<file path="src/rtl/reaction_pkg.sv">
`default_nettype none
// ============================================================================
// Module      : reaction_pkg
// Description : Shared types and default constants for the reaction timer.
//               Defines the controller state type and the default
//               millisecond-count width and ceiling.
// Revision    : 1.0 - initial release
// ============================================================================
package reaction_pkg;

    // Default sizing: 14 bits holds the 9999 ms ceiling.
    localparam int C_MS_W     = 14;
    localparam int C_MAX_MS   = 9999;
    localparam int C_TICK_DIV = 100000;

    // Round state of the controller.
    typedef enum logic [2:0] {
        IDLE    = 3'd0,
        WAIT    = 3'd1,
        GO      = 3'd2,
        DONE    = 3'd3,
        EARLY   = 3'd4,
        TIMEOUT = 3'd5
    } state_t;

endpackage : reaction_pkg
`default_nettype wire

</file>
<file path="src/rtl/ms_tick_gen.sv">
`default_nettype none
// ============================================================================
// Module      : ms_tick_gen
// Description : Millisecond tick generator. Counts enabled clk cycles and
//               emits a single-cycle tick on every TICK_DIV-th enabled cycle.
//               clr restarts the count from zero.
// Ports       : clk  - system clock, rising edge
//               rst  - synchronous active-low reset
//               clr  - synchronous restart of the cycle count
//               en   - count enable
//               tick - one-cycle pulse on the last cycle of each period
// Revision    : 1.0 - initial release
// ============================================================================
module ms_tick_gen #(
    parameter int TICK_DIV = 100000
) (
    input  logic clk,
    input  logic rst,
    input  logic clr,
    input  logic en,
    output logic tick
);

    // Guard against a zero-width counter when TICK_DIV is 1.
    localparam int             C_CW   = (TICK_DIV > 1) ? $clog2(TICK_DIV) : 1;
    localparam logic [C_CW-1:0] C_LAST = C_CW'(TICK_DIV - 1);

    logic [C_CW-1:0] r_cnt;
    logic            w_wrap;

    assign w_wrap = (r_cnt == C_LAST);

    always_ff @(posedge clk) begin
        if (!rst) begin
            r_cnt <= '0;
        end else if (clr) begin
            r_cnt <= '0;
        end else if (en) begin
            if (w_wrap) begin
                r_cnt <= '0;
            end else begin
                r_cnt <= r_cnt + 1'b1;
            end
        end
    end

    // Tick marks the final cycle of a period so the consumer can bump its
    // millisecond count on the same edge the tick counter wraps.
    assign tick = en && !clr && w_wrap;

endmodule : ms_tick_gen
`default_nettype wire

</file>
<file path="src/rtl/reaction_ctrl.sv">
`default_nettype none
// ============================================================================
// Module      : reaction_ctrl
// Description : Top-level controller of the human reaction timer. Requests a
//               random wait, lights GO when it completes, and measures the
//               player's reaction in milliseconds. Flags false starts and
//               timeouts.
// Ports       : clk         - system clock, rising edge
//               rst         - synchronous active-low reset
//               btn_start   - single-cycle start pulse
//               btn_react   - single-cycle reaction pulse
//               r_waitdone  - random wait complete
//               start_rwait - random-wait request, high only in WAIT
//               led_go      - GO indicator, high only in GO
//               rt_ms       - last measured reaction time (ms)
//               rt_valid    - rt_ms holds a valid result
//               early       - false start flagged
//               timeout     - MAX_MS reached without reaction
//               busy        - high in WAIT or GO
//               best_ms     - best valid reaction time
// Options     : REACTION_BEST_TIME_EN - when defined, best_ms tracks the
//               minimum captured reaction time; otherwise it is tied to
//               MAX_MS.
// Revision    : 1.0 - initial release
// ============================================================================
module reaction_ctrl
    import reaction_pkg::*;
#(
    parameter int TICK_DIV = C_TICK_DIV,
    parameter int MAX_MS   = C_MAX_MS,
    parameter int MS_W     = C_MS_W
) (
    input  logic            clk,
    input  logic            rst,
    input  logic            btn_start,
    input  logic            btn_react,
    input  logic            r_waitdone,
    output logic            start_rwait,
    output logic            led_go,
    output logic [MS_W-1:0] rt_ms,
    output logic            rt_valid,
    output logic            early,
    output logic            timeout,
    output logic            busy,
    output logic [MS_W-1:0] best_ms
);

    localparam logic [MS_W-1:0] C_MAX = MS_W'(MAX_MS);

    state_t          r_state;
    logic [MS_W-1:0] r_ms_cnt;
    logic            w_tick;
    logic            w_in_go;

    assign w_in_go = (r_state == GO);

    // Tick counter is held cleared outside GO, so it always starts from
    // zero on the first GO cycle.
    ms_tick_gen #(
        .TICK_DIV (TICK_DIV)
    ) u_tick (
        .clk  (clk),
        .rst  (rst),
        .clr  (!w_in_go),
        .en   (w_in_go),
        .tick (w_tick)
    );

    // Completed milliseconds since GO entry.
    always_ff @(posedge clk) begin
        if (!rst) begin
            r_ms_cnt <= '0;
        end else if (!w_in_go) begin
            r_ms_cnt <= '0;
        end else if (w_tick && (r_ms_cnt != C_MAX)) begin
            r_ms_cnt <= r_ms_cnt + 1'b1;
        end
    end

    // Round FSM; every output is registered alongside the state transition.
    always_ff @(posedge clk) begin
        if (!rst) begin
            r_state     <= IDLE;
            start_rwait <= 1'b0;
            led_go      <= 1'b0;
            rt_ms       <= '0;
            rt_valid    <= 1'b0;
            early       <= 1'b0;
            timeout     <= 1'b0;
            busy        <= 1'b0;
        end else begin
            case (r_state)
                IDLE, DONE, EARLY, TIMEOUT: begin
                    if (btn_start) begin
                        r_state     <= WAIT;
                        start_rwait <= 1'b1;
                        busy        <= 1'b1;
                        rt_valid    <= 1'b0;
                        early       <= 1'b0;
                        timeout     <= 1'b0;
                    end
                end
                WAIT: begin
                    // A press during the wait is a false start, even if the
                    // wait completes on the same cycle.
                    if (btn_react) begin
                        r_state     <= EARLY;
                        start_rwait <= 1'b0;
                        busy        <= 1'b0;
                        early       <= 1'b1;
                    end else if (r_waitdone) begin
                        r_state     <= GO;
                        start_rwait <= 1'b0;
                        led_go      <= 1'b1;
                    end
                end
                GO: begin
                    // A press on the ceiling cycle still counts as a result.
                    if (btn_react) begin
                        r_state  <= DONE;
                        led_go   <= 1'b0;
                        busy     <= 1'b0;
                        rt_ms    <= r_ms_cnt;
                        rt_valid <= 1'b1;
                    end else if (r_ms_cnt == C_MAX) begin
                        r_state  <= TIMEOUT;
                        led_go   <= 1'b0;
                        busy     <= 1'b0;
                        rt_ms    <= C_MAX;
                        rt_valid <= 1'b0;
                        timeout  <= 1'b1;
                    end
                end
                default: begin
                    r_state     <= IDLE;
                    start_rwait <= 1'b0;
                    led_go      <= 1'b0;
                    busy        <= 1'b0;
                end
            endcase
        end
    end

`ifdef REACTION_BEST_TIME_EN
    logic [MS_W-1:0] r_best;

    always_ff @(posedge clk) begin
        if (!rst) begin
            r_best <= C_MAX;
        end else if (w_in_go && btn_react && (r_ms_cnt < r_best)) begin
            r_best <= r_ms_cnt;
        end
    end

    assign best_ms = r_best;
`else
    assign best_ms = C_MAX;
`endif

endmodule : reaction_ctrl
`default_nettype wire

</file>
<file path="config.mk">
export PLATFORM = sky130hd
export DESIGN_NAME = reaction_ctrl
export DESIGN_NICKNAME = d
export VERILOG_FILES = /design/src/rtl/reaction_pkg.sv /design/src/rtl/ms_tick_gen.sv /design/src/rtl/reaction_ctrl.sv
export SDC_FILE = /design/constraint.sdc
export NUM_CORES = 1
export LEC_CHECK = 0
export ABC_AREA = 1
export CAP_MARGIN = 20
export CELL_PAD_IN_SITES_DETAIL_PLACEMENT = 1
export CELL_PAD_IN_SITES_GLOBAL_PLACEMENT = 2
export CORE_UTILIZATION = 31
export DETAILED_ROUTE_END_ITERATION = 12
export PLACE_DENSITY = 0.9
export SYNTH_ARGS = -nofsm -noshare
export SYNTH_HDL_FRONTEND = slang
export SYNTH_HIERARCHICAL = 1
export SYNTH_SLANG_ARGS = --single-unit
</file>
<file path="constraint.sdc">
create_clock -name clk -period 2.64 [get_ports clk]
set_clock_uncertainty 0.1 [all_clocks]
set_input_delay 0.792 -clock clk [delete_from_list [all_inputs] [get_ports clk]]
set_output_delay 0.792 -clock clk [all_outputs]
set_load 0.02 [all_outputs]
</file>
# [Yosys cells after proc, flatten, opt, wreduce, memory -nomap -nowiden]
# Index checks and enable logic that the tools add are counted.
[totals] inputBits=5 elab_cells=75 register_bits=54 output_inout_bits=34
[classes] reduce_logical=17 bitwise_logic=3 addsub=2 eq_ne=16 n_mux=27
[ops] operator="14-bit two-way mux" count=2
[ops] operator="17-bit by 1-bit adder with 17-bit output (second input constant)" count=1
[ops] operator="17-bit equality test (second input constant)" count=1
[ops] operator="3-bit two-way mux" count=5
[ops] operator="3-bit AND reduction" count=5
[ops] operator="14-bit by 1-bit adder with 14-bit output (second input constant)" count=1
[ops] operator="14-bit equality test (second input constant)" count=1
[ops] operator="14-bit != test (second input constant)" count=1
[ops] operator="1-bit two-way mux" count=13
[ops] operator="2-bit != test (second input constant)" count=6
[ops] operator="1-bit one-hot mux with 3 select lines" count=3
[ops] operator="3-bit one-hot mux with 3 select lines" count=1
[ops] operator="4-bit AND reduction" count=2
[ops] operator="3-bit by 2-bit equality test with 1-bit output (second input constant)" count=2
[ops] operator="3-bit equality test (second input constant)" count=2
[ops] operator="3-bit != test (second input constant)" count=2
[ops] operator="1-bit one-hot mux with 2 select lines" count=3
[ops] operator="2-bit nonzero test" count=3
[ops] operator="2-bit AND reduction" count=2
[ops] operator="4-bit OR reduction" count=1
[ops] operator="3-bit by 1-bit equality test with 1-bit output (second input constant)" count=1
[ops] operator="3-bit logical NOT" count=1
[ops] operator="1-bit inverter" count=3
[ops] operator="3-bit OR reduction" count=1
[ops] operator="1-bit logical AND" count=2

# [Longest topological paths before layout]
[depth] ltp_word=4 ltp_mapped=15 depth_no_buf=13

# [Modules after synthesis]
# Netlist, hierarchy kept.
[by_module_without_submodules] mod="reaction_ctrl" cells_each=293 area_per_inst_um2=2023.2 n_inst=1 seq_area_each_um2=740.7
[by_module_without_submodules] mod="ms_tick_gen" cells_each=140 area_per_inst_um2=987.2 n_inst=1 seq_area_each_um2=340.3

# [Worst setup path before layout]
# Ideal clock, no wire load.
[synth_path] path_type="reg-to-reg" from="register r_state[0]" to="register r_ms_cnt[4]" n_path_buf=2 setup_ns=0.066 path_slack_ns=0.695 arrival_ns=1.778 period_less_slack_ns=1.945 path_stages_with_launch=16 required_ns=2.474 path_cell_list="dfxtp_1 inv_1 nand3_2 inv_2 buf_6 inv_2 nor2_4 inv_2 nor2_4 nand3_2 nor2_1 nand2_4 inv_2 buf_6 nand2_1 a21oi_2"
[synth_via] elab_chain_cells=3 elab_cells_between_ends=4 cone_classes="eq/ne (1); reduce/logical (3)"
[synth_rtl] item="start: declaration" line_no="reaction_ctrl.sv:50" text="state_t r_state;"
[synth_rtl] item="start signal: assignment" line_no="reaction_ctrl.sv:83" text="r_state <= IDLE;"
[synth_rtl] item="start signal: assignment" line_no="reaction_ctrl.sv:95" text="r_state <= WAIT;"
[synth_rtl] item="start signal: assignment" line_no="reaction_ctrl.sv:107" text="r_state <= EARLY;"
[synth_rtl] item="3-bit by 2-bit equality test with 1-bit output" line_no="reaction_ctrl.sv:55" text="assign w_in_go = (r_state == GO);"
[synth_rtl] item="via w_in_go" line_no="reaction_ctrl.sv:53" text="logic w_in_go;"
[synth_rtl] item="1-bit logical AND" line_no="ms_tick_gen.sv:49" text="assign tick = en && !clr && w_wrap;"
[synth_rtl] item="via w_tick" line_no="reaction_ctrl.sv:52" text="logic w_tick;"
[synth_rtl] item="1-bit logical AND" line_no="reaction_ctrl.sv:75" text="end else if (w_tick && (r_ms_cnt != C_MAX)) begin"
[synth_rtl] item="end signal: assignment" line_no="reaction_ctrl.sv:76" text="r_ms_cnt <= r_ms_cnt + 1'b1;"
[synth_rtl] item="end: declaration" line_no="reaction_ctrl.sv:51" text="logic [MS_W-1:0] r_ms_cnt;"
# The timed path passes the listed nets, and every way through them passes these cells.
# A chain may end at the register's enable or synchronous reset.

# [Worst setup path in the final report]
[layout_path] from="register u_tick.r_cnt[0]" to="register r_ms_cnt[8]"
[layout_via] elab_chain_cells=3
[layout_rtl] item="start: declaration" line_no="ms_tick_gen.sv:28" text="logic [C_CW-1:0] r_cnt;"
[layout_rtl] item="start signal: assignment" line_no="ms_tick_gen.sv:42" text="r_cnt <= r_cnt + 1'b1;"
[layout_rtl] item="17-bit equality test" line_no="ms_tick_gen.sv:31" text="assign w_wrap = (r_cnt == C_LAST);"
[layout_rtl] item="1-bit logical AND" line_no="ms_tick_gen.sv:49"
[layout_rtl] item="via w_tick" line_no="reaction_ctrl.sv:52"
[layout_rtl] item="1-bit logical AND" line_no="reaction_ctrl.sv:75"
# The timed path passes the listed nets, and every way through them passes these cells.

==> results.toml <==
[timing]
rsz0062_at_grt = "false"
fmax_ghz = 0.453
timing.final.crit_share = 0.835
maxSlewViolCount = 0
setup_viol = 0
period_minus_slack_ns = 2.21
maxSlewHeadroom = 0.632
setup_ws_ns = 0.435
hold_viol_final = 0
worst_slew_pin_slew_ns = 0.551
timing.setup.tns_ns = 0

[min_path]
min_to = "timeout"
whs_path_depth = 2
hp-class = "reg -> reg"
hold_start = "timeout"

[critical_path]
timing.rr.start = "u_tick/r_cnt[0]"
start_kind = "flop"
crit_type = "reg -> reg"
critical-path-top-delay-family = "simple AND/OR/NAND/NOR gates"
rr_worst_depth = 11
rrSetupSlack_ns = 0.43
crit_buf_inv = 2
endpoint_kind = "flop"
worstPathCellList = "ha_1 > nand2_1 > nor2_4 > inv_2 > nor2_4 > nand3_2 > nor2_1 > nand2_4 > inv_2 > nand2_1 > a21oi_1"
regToRegEndpoint = "r_ms_cnt[8]"
path_max_fanout = 15
critPathSlowestCell = "dfxtp_1"
cp.required_ns = 2.77
slowest_delay_ns = 0.44
cp.arrival_ns = 2.34

[clock_tree]
cts_max_path_buffers = 2
numCtsBuffers = 5
clock_latency_ns = 0.31
hold_buffers = 0
tritoncts = "done"
clk_pin_slew_ns = 0.09
cts_num_sinks = 54
htree_levels = 2
post-cts-setup-buffers = 0
cts_root_buffer = "clkbuf_8"
cts_resized = 0

[routing]
top_layer_used = "met4"
routedWlPerCell_um = 12.6
drt-total-wl_um = 7420
met2_length_um = 4000
wl_met3_um = 114
vias = 2707
drc = 0
first_iter_violations = 52
dr.pass1.iters = 4
drtAntennaViolNets = 0
post_drt_via_cell_ratio = 4.59
drt-met1-wl_um = 3180

[synth]
netlist_area_sq_mm = 0.00301
ys_types = 31
synthTopCellsByArea = "dfxtp_1 (36%), nand2_1 (14%), nor2_1 (6.2%), inv_1 (5.4%), nand3_1 (4.5%)"
synth_seq_cells = 54
yosysTopAreaCell = "dfxtp_1"
ys_warn_count = 6
synth_top_area_share = 0.359
syn_avg_cell_area_sq_um = 6.95
syn_inst = 433
seq_area_frac_synth = 0.359

[floorplanning]
floorplan.initialDensity = 0.323
core_sq_mm = 0.00933
rows = 35
io_pins = 39
dieArea_sq_mm = 0.0101
chipHeight_um = 101
die_w_um = 101

[cells_and_area]
post_route_cells_drive_above_1_share = 0.128
most-common-layout-cells = "nand2_1 (114), dfxtp_1 (54), nor2_1 (50), inv_1 (43), nand3_1 (27)"
diodes = 0
area_growth_pct = 13.4
fin_cells = 590
layout.cells.most_common = "nand2_1"
nets = 468

[power]
vdd_drop_max_uv = 224
powerDensity_mw_per_mm2 = 622
p_leak_nw = 1.32

[global_route]
grt_max_degree = 20
track_usage = 0.160
grt-ovfl-total = 0
grt_pass1_vias = 2816
grt_pass1_wl_um = 12900
antenna_found_initial = 0

[place]
place_congestion = 0.805
hpwl_um = 5850
dp_slack_ns = 0.306
port_buffers = 24
dp.cells = 583

[run_status]
outcome = "complete, no violations"

[flow_run]
cap_viol_max_count = 0
## cell type report
| cell class | count | area, sq um |
|---|---|---|
| well taps | 129 | 161 |
| fillers | 1218 | 5910 |
| clock inverters | 2 | 10.0 |
| multi-input cells | 321 | 1630 |
| clock buffers | 5 | 68.8 |
| flip-flops and latches | 54 | 1080 |
| inverters | 50 | 188 |
| repair buffers | 29 | 278 |
## cell usage after synthesis, drive strengths merged
| cell | number |
|---|---|
| nand2 | 124 |
| nor2 | 68 |
| dfxtp | 54 |
| inv | 49 |
| a21oi | 31 |
| nand3 | 30 |
| buf | 19 |
| o21ai | 14 |
| o21bai | 9 |
| xor2 | 9 |
| xnor2 | 7 |
| nand4 | 5 |
| nor3 | 4 |
| nand3b | 3 |
| conb | 2 |
| ha | 2 |
| clkbuf | 1 |
| clkinv | 1 |
| o22ai | 1 |
## per-stage QoR
step	area [sq um]	utilization	total power [mW]	hold slack [ns]
after global routing	3410	0.366	2.29	0.396
final	3410	0.366	2.12	0.355
after floorplan	3060	-	1.48	0.373
after detailed placement	3340	0.358	1.70	0.349
after global placement	3340	0.358	1.68	0.342
after CTS	3410	0.366	2.17	0.365
## flip-flops by register name, summed over array words and instances (netlist names)
signal        flops
u_tick/r_cnt     17
r_ms_cnt         14
rt_ms            14
r_state           3
busy              1
early             1
led_go            1
rt_valid          1
start_rwait       1
timeout           1
## logic make-up (layout without fill, tap and decap cells)
family,Yosys count,after routing,share of synthesized area
and+or+nand+nor,234,234,0.358
xor gates and xnor gates,16,16,0.0466
other,2,14,0.00249
AOI/OAI and AO/OA,55,55,0.111
adders and majority gates,2,2,0.00831
buffers and inverters,70,86,0.115
DFF,54,54,0.359
## per-layer routing
metal  global-route usage  vias up
li1                     -     1381
met5                    0        -
met4               0.0502        0
met2                0.306       18
met1                0.182     1299
met3               0.0229        9
## worst max path at each step
stage | end | cells after the start | slack [ns] | from
after detailed placement | r_ms_cnt[11] | 5 | 0.31 | rst
final | r_ms_cnt[8] | 11 | 0.43 | u_tick/r_cnt[0]
after floorplan | r_ms_cnt[4] | 15 | 0.70 | r_state[0]
after global routing | r_ms_cnt[3] | 11 | 0.18 | u_tick/r_cnt[0]
after global placement | rt_ms[13] | 5 | 0.40 | btn_react
after CTS | r_ms_cnt[13] | 11 | 0.38 | u_tick/r_cnt[0]
## report_power, final
group,internal [mW],switching (mW)
logic,0.267,0.455
clock network,0.179,0.273
registers,0.894,0.0536
## worst register-to-register path: stages (launching register included)
cell and delay [ns]:
dfxtp_1 0.44, ha_1 0.20, nand2_1 0.12, nor2_4 0.16
inv_2 0.07, nor2_4 0.09, nand3_2 0.11, nor2_1 0.21
nand2_4 0.15, inv_2 0.24, nand2_1 0.09, a21oi_1 0.13
Power figures use the tool's default switching activity.
